===== config.mk =====
export PLATFORM = sky130hd
export DESIGN_NAME = ram_cmd_sequencer
export DESIGN_NICKNAME = d
export VERILOG_FILES = /design/src/rtl/ram_cmd_sequencer.sv
export SDC_FILE = /design/constraint.sdc
export NUM_CORES = 1
export LEC_CHECK = 0
export ABC_AREA = 1
export CAP_MARGIN = 10
export CORE_ASPECT_RATIO = 1.4
export CORE_MARGIN = 3
export CORE_UTILIZATION = 35
export DETAILED_ROUTE_END_ITERATION = 10
export HOLD_SLACK_MARGIN = 0.08
export PLACE_DENSITY = 0.51
export SYNTH_ARGS = -nofsm -noshare
export SYNTH_HDL_FRONTEND = slang
export SYNTH_SLANG_ARGS = --single-unit

===== constraint.sdc =====
create_clock -name clk -period 5 [get_ports clk]
set_input_delay 1 -clock clk [delete_from_list [all_inputs] [get_ports clk]]
set_output_delay 1 -clock clk [all_outputs]
set_load 0.01 [all_outputs]

===== src/rtl/ram_cmd_sequencer.sv =====
// Queued RAM bus master: in-order read/write/masked-write commands issued at up to
// one per clock, read data collected after a fixed latency into a credited response FIFO.
module ram_cmd_sequencer #(
    parameter int unsigned ADDR_W     = 32,
    parameter int unsigned DATA_W     = 32,
    parameter int unsigned CMD_DEPTH  = 4,
    parameter int unsigned RSP_DEPTH  = 4,
    parameter int unsigned RD_LATENCY = 1,
    localparam int unsigned BE_W      = DATA_W / 8
) (
    input  logic              clk,
    input  logic              rst,
    input  logic              cmd_valid,
    output logic              cmd_ready,
    input  logic              cmd_we,
    input  logic [ADDR_W-1:0] cmd_addr,
    input  logic [BE_W-1:0]   cmd_be,
    input  logic [DATA_W-1:0] cmd_wdata,
    output logic              rsp_valid,
    input  logic              rsp_ready,
    output logic [DATA_W-1:0] rsp_rdata,
    output logic              ram_req,
    output logic [ADDR_W-1:0] ram_addr,
    output logic              ram_we,
    output logic [BE_W-1:0]   ram_be,
    output logic [DATA_W-1:0] ram_wdata,
    input  logic [DATA_W-1:0] ram_rdata,
    output logic              busy
);
    localparam int unsigned CPW = $clog2(CMD_DEPTH);
    localparam int unsigned CCW = $clog2(CMD_DEPTH + 1);
    localparam int unsigned RPW = $clog2(RSP_DEPTH);
    localparam int unsigned RCW = $clog2(RSP_DEPTH + 1);
    localparam int unsigned OW  = $clog2(RSP_DEPTH + RD_LATENCY + 2);

    logic              cq_we    [CMD_DEPTH];
    logic [ADDR_W-1:0] cq_addr  [CMD_DEPTH];
    logic [BE_W-1:0]   cq_be    [CMD_DEPTH];
    logic [DATA_W-1:0] cq_wdata [CMD_DEPTH];
    logic [CPW-1:0]    cmd_wr, cmd_rd;
    logic [CCW-1:0]    cmd_cnt, cmd_cnt_n;

    logic [DATA_W-1:0] rq_data [RSP_DEPTH];
    logic [RPW-1:0]    rsp_wr, rsp_rd;
    logic [RCW-1:0]    rsp_cnt, rsp_cnt_n;

    logic [RD_LATENCY-1:0] vld, vld_n;
    logic [OW-1:0]         inflight, occ;

    logic              cmd_push, rsp_push, rsp_pop, issue, credit_ok, head_ok, busy_n;
    logic              head_we;
    logic [ADDR_W-1:0] head_addr;
    logic [BE_W-1:0]   head_be;
    logic [DATA_W-1:0] head_wdata;

    assign cmd_ready = !rst && (cmd_cnt != CCW'(CMD_DEPTH));
    assign cmd_push  = cmd_valid && cmd_ready;
    assign rsp_valid = (rsp_cnt != '0);
    assign rsp_rdata = rsp_valid ? rq_data[rsp_rd] : '0;
    assign rsp_pop   = rsp_valid && rsp_ready;
    assign rsp_push  = vld[RD_LATENCY-1];

    // An empty queue presents the incoming command as its head so accept-to-issue is one cycle.
    assign head_ok    = (cmd_cnt != '0) || cmd_push;
    assign head_we    = (cmd_cnt != '0) ? cq_we[cmd_rd]    : cmd_we;
    assign head_addr  = (cmd_cnt != '0) ? cq_addr[cmd_rd]  : cmd_addr;
    assign head_be    = (cmd_cnt != '0) ? cq_be[cmd_rd]    : cmd_be;
    assign head_wdata = (cmd_cnt != '0) ? cq_wdata[cmd_rd] : cmd_wdata;

    always_comb begin
        inflight = OW'(ram_req && !ram_we);
        for (int unsigned i = 0; i < RD_LATENCY; i++) begin
            inflight = inflight + OW'(vld[i]);
        end
        vld_n    = '0;
        vld_n[0] = ram_req && !ram_we;
        for (int unsigned i = 1; i < RD_LATENCY; i++) begin
            vld_n[i] = vld[i-1];
        end
    end

    // Outstanding reads count from the ram_req cycle until popped; a same-cycle pop frees a slot.
    assign occ       = inflight + OW'(rsp_cnt);
    assign credit_ok = (occ - OW'(rsp_pop)) < OW'(RSP_DEPTH);
    assign issue     = head_ok && (head_we || credit_ok);

    assign cmd_cnt_n = cmd_cnt + CCW'(cmd_push) - CCW'(issue);
    assign rsp_cnt_n = rsp_cnt + RCW'(rsp_push) - RCW'(rsp_pop);
    assign busy_n    = (cmd_cnt_n != '0) || (issue && !head_we) || (vld_n != '0) || (rsp_cnt_n != '0);

    always_ff @(posedge clk) begin
        if (rst) begin
            cmd_wr    <= '0;
            cmd_rd    <= '0;
            cmd_cnt   <= '0;
            rsp_wr    <= '0;
            rsp_rd    <= '0;
            rsp_cnt   <= '0;
            vld       <= '0;
            busy      <= 1'b0;
            ram_req   <= 1'b0;
            ram_we    <= 1'b0;
            ram_be    <= '0;
            ram_addr  <= '0;
            ram_wdata <= '0;
        end else begin
            if (cmd_push) cmd_wr <= cmd_wr + CPW'(1);
            if (issue)    cmd_rd <= cmd_rd + CPW'(1);
            if (rsp_push) rsp_wr <= rsp_wr + RPW'(1);
            if (rsp_pop)  rsp_rd <= rsp_rd + RPW'(1);
            cmd_cnt <= cmd_cnt_n;
            rsp_cnt <= rsp_cnt_n;
            vld     <= vld_n;
            busy    <= busy_n;
            if (issue) begin
                ram_req  <= 1'b1;
                ram_we   <= head_we;
                ram_be   <= head_we ? head_be : '1;
                ram_addr <= head_addr;
                if (head_we) ram_wdata <= head_wdata;
            end else begin
                ram_req <= 1'b0;
                ram_we  <= 1'b0;
                ram_be  <= '0;
            end
        end
    end

    always_ff @(posedge clk) begin
        if (cmd_push) begin
            cq_we[cmd_wr]    <= cmd_we;
            cq_addr[cmd_wr]  <= cmd_addr;
            cq_be[cmd_wr]    <= cmd_be;
            cq_wdata[cmd_wr] <= cmd_wdata;
        end
        if (rsp_push) rq_data[rsp_wr] <= ram_rdata;
    end
endmodule


-- Word-level counts from Yosys, hierarchy flattened
Memory sizes are Yosys's and may differ from the RTL's. A register that Yosys moved wholly into a read port is not among the register bits.
Index checks and enable logic that the tools add are counted.
- register bits after elaboration: 86
- RAM bits: 404
- input bits: 105
- output and inout port bits: 105
- word-level logic and storage cells: 73
- memories: 5
- $add $sub $neg: 11
- magnitude comparators: 1
- equality and inequality tests: 1
- muxes and demuxes: 21
- bitwise gates (word level): 1
- reductions and logical operators: 20
- memories (memory ; words ; bits a word ; rd ports ; clocked after memory_dff ; write ports ; line ; RTL):
    cq_addr ; 4 ; 32 ; 1 ; 1 ; 1 ; 37 ; logic [ADDR_W-1:0] cq_addr [CMD_DEPTH];
    cq_wdata ; 4 ; 32 ; 1 ; 1 ; 1 ; 39 ; logic [DATA_W-1:0] cq_wdata [CMD_DEPTH];
    rq_data ; 4 ; 32 ; 1 ; 1 ; 1 ; 43 ; logic [DATA_W-1:0] rq_data [RSP_DEPTH];
    cq_be ; 4 ; 4 ; 1 ; 1 ; 1 ; 38 ; logic [BE_W-1:0] cq_be [CMD_DEPTH];
    cq_we ; 4 ; 1 ; 1 ; 1 ; 1 ; 36 ; logic cq_we [CMD_DEPTH];
- operators with widths (kind ; number):
    2-to-1 mux 32 bit ; 3
    2-to-1 mux 2 bit ; 10
    nonzero test 3 bit ; 4
    subtractor 3 x 1 -> 3 bit ; 3
    adder 2 x 1 -> 2 bit, second input constant ; 4
    2-to-1 mux 4 bit ; 2
    adder 3 x 1 -> 3 bit ; 2
    logical AND 1 bit ; 6
    2-to-1 mux 1 bit ; 6
    logical OR 1 bit ; 5
    adder 2 x 3 -> 3 bit ; 1
    zero test 1 bit ; 3
    < comparator 3 bit, second input constant ; 1
    != test 3 bit, second input constant ; 1
    adder 1 x 1 -> 2 bit ; 1
    AND reduction 2 bit ; 1
    OR reduction 2 bit ; 1
    NOT 1 bit ; 1

-- Logic depth before layout (Yosys ltp)
- depth in word-level cells: 13
- gate-level depth with buffers: 23
- depth with buffers taken out: 23

-- Worst setup path after synthesis
Ideal clock, no wire load.
- path kind: input -> register
- from: in rst
- to: mem cq_addr[0][0] (enable)
- setup time: 0.497 ns
- data arrival time: 4.243 ns
- data required time: 4.503 ns
- slack: 0.260 ns
- cell stages on the path: 3
- buffers on the path: 0
- cell sequence: a21oi_2 > nand2_2 > nor2_1
- word-level cells in the longest chain between the ends: 5
- RTL lines (what ; line ; RTL):
    start: declaration ; 12 ; input logic rst,
    zero test 1 bit ; 56 ; assign cmd_ready = !rst && (cmd_cnt != CCW'(CMD_DEPTH));
    logical AND 1 bit ; 56 ;
    logical AND 1 bit ; 57 ; assign cmd_push = cmd_valid && cmd_ready;
    2-to-1 mux 1 bit ; 130 ; if (cmd_push) begin
    2-to-1 mux 1 bit (implied by the code) ; 132 ; cq_addr[cmd_wr] <= cmd_addr;
    end: declaration ; 37 ;
No other way between the ends.

-- Final worst setup path
- from: in rsp_ready
- to: reg busy
- word-level cells in the longest chain between the ends: 10
- elaborated cells between the ends (all ways): 13
- those cells by class: 3 x add/sub; 1 x order compare; 9 x reduce/logical
- RTL lines (what ; line ; RTL):
    start: declaration ; 20 ; input logic rsp_ready,
    logical AND 1 bit (*) ; 60 ; assign rsp_pop = rsp_valid && rsp_ready;
    subtractor 3 x 1 -> 3 bit (*) ; 84 ; assign credit_ok = (occ - OW'(rsp_pop)) < OW'(RSP_DEPTH);
    < comparator 3 bit (*) ; 84 ;
    logical OR 1 bit (*) ; 85 ; assign issue = head_ok && (head_we || credit_ok);
    logical AND 1 bit (*) ; 85 ;
    named net issue ; 50 ; logic cmd_push, rsp_push, rsp_pop, issue, credit_ok, head_ok, busy_n;
    subtractor 3 x 1 -> 3 bit ; 87 ; assign cmd_cnt_n = cmd_cnt + CCW'(cmd_push) - CCW'(issue);
    nonzero test 3 bit ; 89 ; assign busy_n = (cmd_cnt_n != '0) || (issue && !head_we) || (vld_n != '0) || (rsp_cnt_n != '0);
    logical OR 1 bit (*) (3 in series) ; 89 ;
    end signal: assignment ; 114 ; busy <= busy_n;
    end: declaration ; 28 ; output logic busy
The timed path passes the listed nets; every way through them passes the cells marked *.
A chain may end at the register's enable or synchronous reset.

==> summary by stage <==
Layout
After the last flow step, the layout net total stands at 2106. The cell area after layout is 24200 sq um. In the final layout, the share of cells above drive strength 1 is 6.42%. Measured on the finished design, the core utilization comes to a little over two fifths.

The area growth from synthesis to final layout is 22.9%.

STA
The minimum period implied by the final worst setup slack is 4010 ps. The final-report hold violation count came to 0. The number of max-slew violations in the final report was 0. At the pin with the least slew margin, the transition time is 1000 ps. The clock skew is 11.9 ps. Setup violations remaining at the end of the flow were counted as 0. For this run, the top clock speed supported by timing is 249 MHz.

Setup repair after global routing left no endpoint under its margin. The share of the clock period used by the worst path after layout is 80.2%. In the final timing run, aggregate negative setup slack is 0 ps.

The headroom to the max-slew limit is 33.3%.

Synth
Sequential elements use a little under three quarters of the synthesized area. Counting every instance in the synthesized netlist gives between 1500 and 2000. The per-instance average area after synthesis is 10.9 sq um.

The post-synthesis cell type count is 32. After synthesis the cells add up to ~20000 sq um. The post-synth net total is 1926.

The warning count from the yosys run is 0. The top-area cell type share of the netlist area is 61.7%. By area the synthesized netlist is led by sky130_fd_sc_hd__edfxtp_1 62%, sky130_fd_sc_hd__dfxtp_1 9.2%, sky130_fd_sc_hd__nand2_1 7.4%, sky130_fd_sc_hd__nor2_1 6.8%, sky130_fd_sc_hd__o21ai_0 3.8%. Summed over all instances, the cell type with the most area after synthesis is sky130_fd_sc_hd__edfxtp_1. The register bit total from synthesis is approximately 490.

Die
The area of the core is 55500 sq um. For this design the top-level I/O count stands at 210. In this run the core area contains 102 standard-cell rows. From left edge to right edge, the die measures 206 um. The starting density of the core is 35.4%. The die covers 59100 sq um. The floorplan step set the die height to about 290 um.

GRT
For this run, global-route usage on met3 was measured as 4.63%. The met2 track demand over resource is 28.8%. The most used routing layer is met2.

The initial antenna violation count is 9. The number of global-route vias before repair was 12727. Global routing used roughly a fifth of the available met1 tracks. Global routing finished with a remaining overflow of 0. The first global-routing pass estimated roughly 76000 um of wire.

In the global route stage, overall resource usage came out at 16.7%. Entering global routing, the biggest net connects 88 pins.

Critical path
The worst setup path is captured at a flop. The largest fanout on the critical path is 6. The type of the setup path with the least slack is input pin to flop. Data on the critical path arrives at its endpoint at 4530 ps.

The startpoint type of the worst setup path is an input pin. The data required time of the critical path is 5520 ps.

Routing
The DRC violation count after routing is 0. The remaining number of nets flagged by the antenna check after routing is 0. The first detailed-routing pass ran for 4 iterations. For this block, the initial DRC count from the detailed router was 703. The mean number of vias per cell is 4.75. The routed design has 50000 um of wire.

The routed wirelength normalized by instance count is 18.1 um. Across all layers, the routed design uses 13093 vias.

Hold path
The path class of the tightest hold or removal check is flop to flop.

Placement
During placement, the flow inserted port buffers numbering 209. The placed wire-length estimate after detailed placement is 28000 um. The placed standard-cell area is roughly 22000 sq um. The placer's final routability congestion estimate is between 0.7 and 0.8.

Clocking
After clock tree synthesis, the repair step resized 0 gates. The clock net sink count is 494. Post-CTS timing repair inserted 0 buffers for setup.

The clock reaches the later pin of the worst-skew pair after 580 ps. CTS built an H-tree with a depth of 2. TritonCTS built the clock tree. The buffer type at the clock tree root is sky130_fd_sc_hd__clkbuf_16.

Clock-pin slew was measured on the worst setup and hold paths at 60 ps. The number of buffers inserted by hold repair at cts is 0. Buffers inserted during clock tree synthesis total 50. The clock passes through at most 3 buffers.

Run status
The flow ran to the end, and the final reports show no timing, DRC or antenna violations.

Power
The total design power is 0.0140 W. The total power density per cell area is 580 nW/um^2. VDD sags by at most 0.000306 V. The leakage power of the design is ~8.9 nW.

Job
The reported max-cap violation count is 0.
[metrics by stage]
stage               std cells  setup WS (ps)  hold slack (ps)
floorplan                1804            260              436
CTS                      2754            903              472
detailed placement       2660            402              462
global placement         2660            414              451
global route             2756            734              506
finish                   2758            991              466
[critical path, cell delays in order]
cell and delay [ps]:
sky130_fd_sc_hd__clkdlybuf4s50_1 470, sky130_fd_sc_hd__inv_1 40, sky130_fd_sc_hd__nor2_1 280, sky130_fd_sc_hd__ha_1 300, sky130_fd_sc_hd__inv_1 50, sky130_fd_sc_hd__ha_1 210
sky130_fd_sc_hd__nand2_1 60, sky130_fd_sc_hd__nand2_1 40, sky130_fd_sc_hd__nand2_1 70, sky130_fd_sc_hd__nand2_1 50, sky130_fd_sc_hd__nand2_1 50, sky130_fd_sc_hd__nand2_1 90
sky130_fd_sc_hd__nor2_1 220, sky130_fd_sc_hd__nor2_2 90, sky130_fd_sc_hd__ha_1 270, sky130_fd_sc_hd__inv_1 40, sky130_fd_sc_hd__ha_1 190, sky130_fd_sc_hd__fa_1 420
sky130_fd_sc_hd__or2_2 300, sky130_fd_sc_hd__a21oi_1 150, sky130_fd_sc_hd__nor2_1 70, sky130_fd_sc_hd__nand2_1 60
[path summary, 6_finish.rpt]
check                   from         to  slack [ps]  depth (start not counted)
hold reg to reg    rsp_rd[1]  rsp_rd[1]         470                          2
setup / recovery   rsp_ready       busy         990                         22
hold / removal     rsp_rd[1]  rsp_rd[1]         470                          2
setup reg to reg  rsp_cnt[1]       busy        1390                         23
[layer usage]
metal	up-vias	share of wire, %	wire (um)
met1	6259	42	21200
met3	78	6.2	3100
met4	8	2.2	1090
li1	6487	-	-
met2	261	49	24500
met5	-	0.11	57
[cells in the mapped netlist]
cell and n:
sky130_fd_sc_hd__edfxtp_1 404, sky130_fd_sc_hd__nand2_1 386, sky130_fd_sc_hd__nor2_1 354, sky130_fd_sc_hd__o21ai_0 148
sky130_fd_sc_hd__nand3_1 101, sky130_fd_sc_hd__dfxtp_1 90, sky130_fd_sc_hd__inv_1 67, sky130_fd_sc_hd__clkbuf_1 54
sky130_fd_sc_hd__a21oi_1 45, sky130_fd_sc_hd__o22ai_1 33, sky130_fd_sc_hd__o21ai_1 30, sky130_fd_sc_hd__buf_2 21
sky130_fd_sc_hd__buf_1 16, sky130_fd_sc_hd__ha_1 15, sky130_fd_sc_hd__buf_4 6, sky130_fd_sc_hd__buf_6 6
sky130_fd_sc_hd__inv_2 4, sky130_fd_sc_hd__nand2_2 4, sky130_fd_sc_hd__o211ai_1 3, sky130_fd_sc_hd__clkinv_1 2
sky130_fd_sc_hd__clkinv_2 2, sky130_fd_sc_hd__fa_1 2, sky130_fd_sc_hd__nor2_2 2, sky130_fd_sc_hd__a21oi_2 1
sky130_fd_sc_hd__mux2i_1 1, sky130_fd_sc_hd__nand3_2 1, sky130_fd_sc_hd__nand3b_1 1, sky130_fd_sc_hd__nor3_1 1
sky130_fd_sc_hd__or2_1 1, sky130_fd_sc_hd__or2_2 1, sky130_fd_sc_hd__xnor2_1 1, sky130_fd_sc_hd__xor2_1 1
[area by class of cell]
cell class              count  area, sq um
diodes                      4         10.0
clock buffers              80         1570
clock inverters            14          168
fillers                  5240        31400
inverters                  75          287
multi-input cells        1132         5010
flip-flops and latches    494        13900
well taps                 728          911
repair buffers            231         2270
[cells by family after synthesis]
group           after synthesis  share of synthesized area (%)
mux                           1                         0.0509
xor+xnor                      2                         0.0891
compound gates              260                           6.89
flops                       494                           70.9
fa+ha+maj                    17                           1.16
buf+inv                     178                           3.89
simple gates                852                           17.1
[report_power, final]
| group | switching [W] | leakage [nW] | total (W) | internal (W) |
|---|---|---|---|---|
| clock | 0.00154 | 0.852 | 0.00389 | 0.00235 |
| sequential | 0.000221 | 4.41 | 0.00516 | 0.00494 |
| combinational | 0.00315 | 3.62 | 0.00497 | 0.00183 |
[sequential cells by signal, indices dropped and copies added, names as in the netlist, named ones only]
| signal | count |
|---|---|
| cq_addr | 128 |
| ram_req | 1 |
| ram_addr | 32 |
| rsp_push | 1 |
| cmd_wr | 2 |
| ram_we | 1 |
| cq_wdata | 128 |
| rsp_cnt | 3 |
| rq_data | 128 |
| rsp_rd | 2 |
| ram_be | 4 |
| cmd_cnt | 3 |
| rsp_wr | 2 |
| busy | 1 |
| cq_we | 4 |
| cmd_rd | 2 |
| ram_wdata | 32 |
| cq_be | 16 |
[cell usage in the layout, fill, tap and decap left out, types with 3 or more instances in the layout]
cell / count
sky130_fd_sc_hd__clkinv_2: 7
sky130_fd_sc_hd__o21ai_0: 148
sky130_fd_sc_hd__o21ai_1: 30
sky130_fd_sc_hd__a21oi_1: 45
sky130_fd_sc_hd__inv_1: 62
sky130_fd_sc_hd__o211ai_1: 3
sky130_fd_sc_hd__bufinv_16: 4
sky130_fd_sc_hd__nor2_1: 349
sky130_fd_sc_hd__nand2_1: 384
sky130_fd_sc_hd__inv_2: 9
sky130_fd_sc_hd__edfxtp_1: 404
sky130_fd_sc_hd__buf_4: 21
sky130_fd_sc_hd__clkbuf_8: 14
sky130_fd_sc_hd__clkbuf_1: 13
sky130_fd_sc_hd__nand3_1: 101
sky130_fd_sc_hd__dfxtp_1: 87
sky130_fd_sc_hd__nor2_2: 3
sky130_fd_sc_hd__clkbuf_16: 53
sky130_fd_sc_hd__nand2_2: 4
sky130_fd_sc_hd__ha_1: 15
sky130_fd_sc_hd__clkinv_1: 5
sky130_fd_sc_hd__nor2_4: 4
sky130_fd_sc_hd__o22ai_1: 33
sky130_fd_sc_hd__clkdlybuf4s50_1: 209
sky130_fd_sc_hd__diode_2: 4
No activity file was read; power rests on OpenSTA's default activity.
